**config.mk**
```make
export PLATFORM = sky130hd
export DESIGN_NAME = clk_divider_50m_flat
export DESIGN_NICKNAME = d
export VERILOG_FILES = /design/src/rtl/clk_divider_50m_pkg.sv /design/src/rtl/clk_divider_50m_if.sv /design/src/rtl/clk_divider_50m_toggle.sv /design/src/rtl/clk_divider_50m.sv /design/src/flat_wrapper.sv
export SDC_FILE = /design/constraint.sdc
export NUM_CORES = 1
export LEC_CHECK = 0
export CAP_MARGIN = 20
export CORE_MARGIN = 5
export CORE_UTILIZATION = 50
export CTS_CLUSTER_DIAMETER = 200
export DETAILED_ROUTE_END_ITERATION = 12
export GPL_ROUTABILITY_DRIVEN = 0
export MAX_ROUTING_LAYER = met4
export PLACE_DENSITY = 0.68
export SYNTH_ARGS = -nofsm -noshare
export SYNTH_HDL_FRONTEND = slang
export SYNTH_SLANG_ARGS = --single-unit
```
**constraint.sdc**
```tcl
create_clock -name clk_in_50M -period 1.9 [get_ports clk_in_50M]
set_input_delay 0.19 -clock clk_in_50M [delete_from_list [all_inputs] [get_ports clk_in_50M]]
set_output_delay 0.19 -clock clk_in_50M [all_outputs]
set_load 0.01 [all_outputs]
```
**src/rtl/clk_divider_50m_pkg.sv**
```systemverilog
// Project clock constants for the 50 MHz digital-clock divider.
// Each divider half-period is derived from the board clock frequency.
package clk_divider_50m_pkg;

    localparam int unsigned CLK_IN_HZ = 32'd50_000_000;
    localparam int unsigned CNT_W_DEF = 32'd25;

    function automatic int unsigned half_for(input int unsigned freq_hz);
        return CLK_IN_HZ / (32'd2 * freq_hz);
    endfunction

    localparam int unsigned HALF_500HZ_DEF = half_for(32'd500);
    localparam int unsigned HALF_4HZ_DEF   = half_for(32'd4);
    localparam int unsigned HALF_1HZ_DEF   = half_for(32'd1);

endpackage

```
**src/rtl/clk_divider_50m_if.sv**
```systemverilog
// Bundle of the three derived square-wave clocks.
// The divider drives it through master; consumers read it through slave.
interface clk_divider_50m_if;
    logic clk_out_500Hz;
    logic clk_out_4Hz;
    logic clk_out_1Hz;

    modport master (output clk_out_500Hz, output clk_out_4Hz, output clk_out_1Hz);
    modport slave  (input  clk_out_500Hz, input  clk_out_4Hz, input  clk_out_1Hz);
endinterface

```
**src/rtl/clk_divider_50m_toggle.sv**
```systemverilog
// One divider stage: a counter that wraps at HALF-1 and a toggle flop,
// giving a 50% duty square wave of period 2*HALF input cycles.
module clk_div_toggle #(
    parameter int unsigned HALF  = 32'd50_000,
    parameter int unsigned CNT_W = 32'd25
) (
    input  logic clk,
    input  logic rst,
    output logic clk_out
);

    if ((HALF < 32'd1) || ((64'd1 << CNT_W) <= 64'(HALF))) begin : g_param_check
        $error("clk_div_toggle: HALF must be >= 1 and fit in CNT_W bits");
    end

    localparam logic [CNT_W-1:0] LAST = CNT_W'(HALF - 32'd1);

    logic [CNT_W-1:0] cnt;

    // Count HALF cycles, then flip the output and restart from zero.
    always_ff @(posedge clk) begin
        if (rst) begin
            cnt     <= '0;
            clk_out <= 1'b0;
        end else if (cnt == LAST) begin
            cnt     <= '0;
            clk_out <= ~clk_out;
        end else begin
            cnt     <= cnt + CNT_W'(1);
        end
    end

endmodule

```
**src/rtl/clk_divider_50m.sv**
```systemverilog
// Three parallel dividers producing 500 Hz, 4 Hz and 1 Hz from the 50 MHz board clock.
// rst_n is a synchronous, active-high reset; the name is historical.
module clk_divider_50m
    import clk_divider_50m_pkg::*;
#(
    parameter int unsigned HALF_500HZ = HALF_500HZ_DEF,
    parameter int unsigned HALF_4HZ   = HALF_4HZ_DEF,
    parameter int unsigned HALF_1HZ   = HALF_1HZ_DEF,
    parameter int unsigned CNT_W      = CNT_W_DEF
) (
    input  logic               clk_in_50M,
    input  logic               rst_n,
    clk_divider_50m_if.master  outs
);

    clk_div_toggle #(.HALF(HALF_500HZ), .CNT_W(CNT_W)) u_div_500hz (
        .clk     (clk_in_50M),
        .rst     (rst_n),
        .clk_out (outs.clk_out_500Hz)
    );

    clk_div_toggle #(.HALF(HALF_4HZ), .CNT_W(CNT_W)) u_div_4hz (
        .clk     (clk_in_50M),
        .rst     (rst_n),
        .clk_out (outs.clk_out_4Hz)
    );

    clk_div_toggle #(.HALF(HALF_1HZ), .CNT_W(CNT_W)) u_div_1hz (
        .clk     (clk_in_50M),
        .rst     (rst_n),
        .clk_out (outs.clk_out_1Hz)
    );

endmodule

```
**src/flat_wrapper.sv**
```systemverilog
// flat-port wrapper written by rule: the top's interface ports become plain ports
module clk_divider_50m_flat import clk_divider_50m_pkg::*;
#(
    parameter int unsigned HALF_500HZ = HALF_500HZ_DEF,
    parameter int unsigned HALF_4HZ   = HALF_4HZ_DEF,
    parameter int unsigned HALF_1HZ   = HALF_1HZ_DEF,
    parameter int unsigned CNT_W      = CNT_W_DEF
)
  (clk_in_50M, rst_n, outs_clk_out_500Hz, outs_clk_out_4Hz, outs_clk_out_1Hz);
  clk_divider_50m_if outs_i ();
  input  logic clk_in_50M;
  input  logic rst_n;
  output wire logic [$bits(outs_i.clk_out_500Hz)-1:0] outs_clk_out_500Hz;
  output wire logic [$bits(outs_i.clk_out_4Hz)-1:0] outs_clk_out_4Hz;
  output wire logic [$bits(outs_i.clk_out_1Hz)-1:0] outs_clk_out_1Hz;
  assign outs_clk_out_500Hz = outs_i.clk_out_500Hz;
  assign outs_clk_out_4Hz = outs_i.clk_out_4Hz;
  assign outs_clk_out_1Hz = outs_i.clk_out_1Hz;
  clk_divider_50m #(.HALF_500HZ(HALF_500HZ), .HALF_4HZ(HALF_4HZ), .HALF_1HZ(HALF_1HZ), .CNT_W(CNT_W)) u_core (.clk_in_50M(clk_in_50M), .rst_n(rst_n), .outs(outs_i));
endmodule
```
==> impl_metrics.toml <==
[run_status]
status = "complete, no violations"

[cells_and_area]
layout_common_cells = "dfxtp_1 (70), nor2_1 (52), buf_4 (47)"
nNetsFinal = 467
diodes = 0
multi_input_area_um2 = 1891
layout_commonest_cell = "dfxtp_1"
seqCellArea_um2 = 1572
syn_to_final_growth_pct = 20.72
utilization_pct = 62.42
fin_area_um2 = 4264
drive_gt1_share_pct = 19.27
nFillCells = 608

[synthesis]
synth_cells = 414
synth_cell_types = 33
yosysTopAreaCell = "dfxtp_1"
yosys_warnings = 0
synth_top_area_share_pct = 44.21
ys_seq_elements = 78
synthesis.area_um2 = 3532
synth_area_per_cell_um2 = 8.532
synth_top_cells_by_area = "dfxtp_1 (44%), xnor2_1 (8.2%), nor2_1 (5.5%)"
syn_nets = 419
yosysSeqAreaShare_pct = 44.21

[cts]
numCtsBuffers = 9
cts_max_level = 3
root_buffer = "clkbuf_8"
clk_latency_ns = 0.35
cts_tree = "done"
path_clk_slew_ns = 0.08
cts_buffer_depth = 2
ctsHoldBuffers = 0
cts_sinks = 78

[routing]
wl_per_cell_um = 12.68
antenna_left = 0
drcViolationCount = 0
dr.pass1.iters = 5
viasPerCell = 5.494
totalWireLength_mm = 7.139
drt_iter0_drc = 106
vias = 3093

[die]
die_area_um2 = 8845
core_um2 = 6832
die_h_um = 94.05
die_w_um = 94.05
initial_utilization_pct = 51.70
num_rows = 30
ios = 5

[critical_path]
cp.required_ns = 2.18
cp.arrival_ns = 2.12
ff2ff_path_depth = 5
path_cells = "ha_4 > nand3_2 > or4_4 > or4_1 > a21oi_1"
path_max_fanout = 7
r2r_start = "u_core.u_div_1hz.cnt[1]"
path_class = "reg -> reg"
regToRegEndpoint = "u_core.u_div_1hz.cnt[24]"
worst_setup_path_end_kind = "flip-flop"
critPathLaunchType = "flip-flop"
critical-path-slowest-cell = "or4_4"
slowest_delay_ns = 0.59
r2r_slack_ns = 0.06

[timing]
setup_viol_count_final = 0
worstMarginPinSlew_ns = 0.3640
timing_hold_violations_final = 0
min_period_ns = 1.841
fin_tns_setup_ns = 0
slew_headroom_pct = 75.51
fin_skew_ns = 0.009919
period_share_pct = 96.91
finalMaxSlewViolations = 0
fmax_mhz = 543.1

[power]
ir_drop_mv = 0.4531
leakage_uw = 0.001371
finalPower_uw = 3111
powerDensity_nw_per_um2 = 729.5

[global_route]
grt_pass1_wl_mm = 12.32
antenna_found_initial = 0
overflow = 0
grt_pass1_vias = 2875
track_usage_pct = 17.61
grt_max_degree = 18

[hold_path]
holdPathStages = 1
hp-class = "reg -> reg"
hold_end = "u_core.u_div_4hz.cnt[0]"
min-delay-start = "u_core.u_div_4hz.cnt[0]"

[job]
cap_violations = 0

[placement]
hpwl_mm = 5.045
io_buffers = 4
placed_cell_area_um2 = 3973
## routing by layer
metal	vias to the layer above	part of all wire (%)	global-route usage, %
li1	1582	-	-
met5	-	0	-
met2	29	48	28.44
met4	0	1.7	7.581
met3	12	1.9	3.205
met1	1470	48	21.59
## Yosys cell counts, drive strengths merged
cell and count:
nand3b 1, nor3 12, nor2 52, o21bai 3, buf 3, ha 3, nor4b 2, nand3 25
a21oi 31, or3 24, and4bb 1, inv 17, xor2 8, dfxtp 78, or2 2, nand2 16
xnor2 33, or4 13, clkbuf 13, and3 5, and4 4, nand4 22, nor4bb 3, o31ai 7
o21ai 24, nor4 12
## worst max-delay path, delay by kind of cell, from the launching register on
kind	cells	cell delay [ns]
adder cells (fa/ha/maj)	1	0.15
flip-flops	1	0.36
AND/OR/NAND/NOR	3	1.15
AO/OA/AOI/OAI	1	0.12
## final cells by class
class	count	share of cell area [%]
Clock buffer	10	2.993
Clock inverter	6	2.025
Inverter	17	1.496
Multi-Input combinational cell	304	44.34
Sequential cell	78	36.85
Tap cell	96	2.817
Timing Repair Buffer	52	9.478
## stage by stage
stage	hold slack, ns	worst slack, ns	instances
2_1_floorplan	0.4080	-0.02078	414
3_3_place_gp	0.4185	0.04554	544
3_5_place_dp	0.4259	-0.01817	544
4_1_cts	0.4363	0.009505	561
5_1_grt	0.4557	-0.03010	563
6_report	0.4315	0.05870	563
## power by group
group	switching [uW]	internal, uW	total, uW	leakage [uW]
registers	17.7	1650	1670	0.000633
clock network	615	738	1350	0.000106
logic	48.9	39.5	88.4	0.000632
## how the worst max path moves through the flow
stage	slack [ns]	cells after the start	endpoint	start
2_1_floorplan	-0.02	6	u_core.u_div_1hz.cnt[22]	u_core.u_div_1hz.cnt[1]
4_1_cts	0.01	6	u_core.u_div_1hz.cnt[14]	u_core.u_div_1hz.cnt[1]
5_1_grt	-0.03	4	u_core.u_div_1hz.cnt[21]	u_core.u_div_1hz.cnt[3]
6_report	0.06	5	u_core.u_div_1hz.cnt[24]	u_core.u_div_1hz.cnt[1]
3_3_place_gp	0.05	5	u_core.u_div_1hz.cnt[24]	u_core.u_div_1hz.cnt[1]
3_5_place_dp	-0.02	6	u_core.u_div_1hz.cnt[14]	u_core.u_div_1hz.cnt[1]
## cells by family after synthesis
group,after synthesis,share of synthesized area [%]
buffers and inverters,33,4.002
AO/OA/AOI/OAI,65,9.919
AND/OR/NAND/NOR,194,30.64
flip-flops,78,44.21
adder cells (fa/ha/maj),3,1.063
XOR/XNOR,41,10.17
## flip-flops by register name, indices dropped and copies added (netlist names)
signal and count:
u_core.u_div_1hz.cnt 25, u_core.u_div_4hz.cnt 25, u_core.u_div_500hz.cnt 25, u_core.u_div_1hz.clk_out 1, u_core.u_div_4hz.clk_out 1, u_core.u_div_500hz.clk_out 1
## repair_timing
| item | 4_1_cts | 5_1_grt |
|---|---|---|
| hold endpoints to repair | 0 | 0 |
| pin swaps | 1 | 4 |
| endpoints found under the setup margin | 1 | 20 |
| cloned | 0 | 1 |
| setup buffers | 1 | 1 |
| resized for setup | 1 | 14 |
No activity file was read; power rests on OpenSTA's default activity.
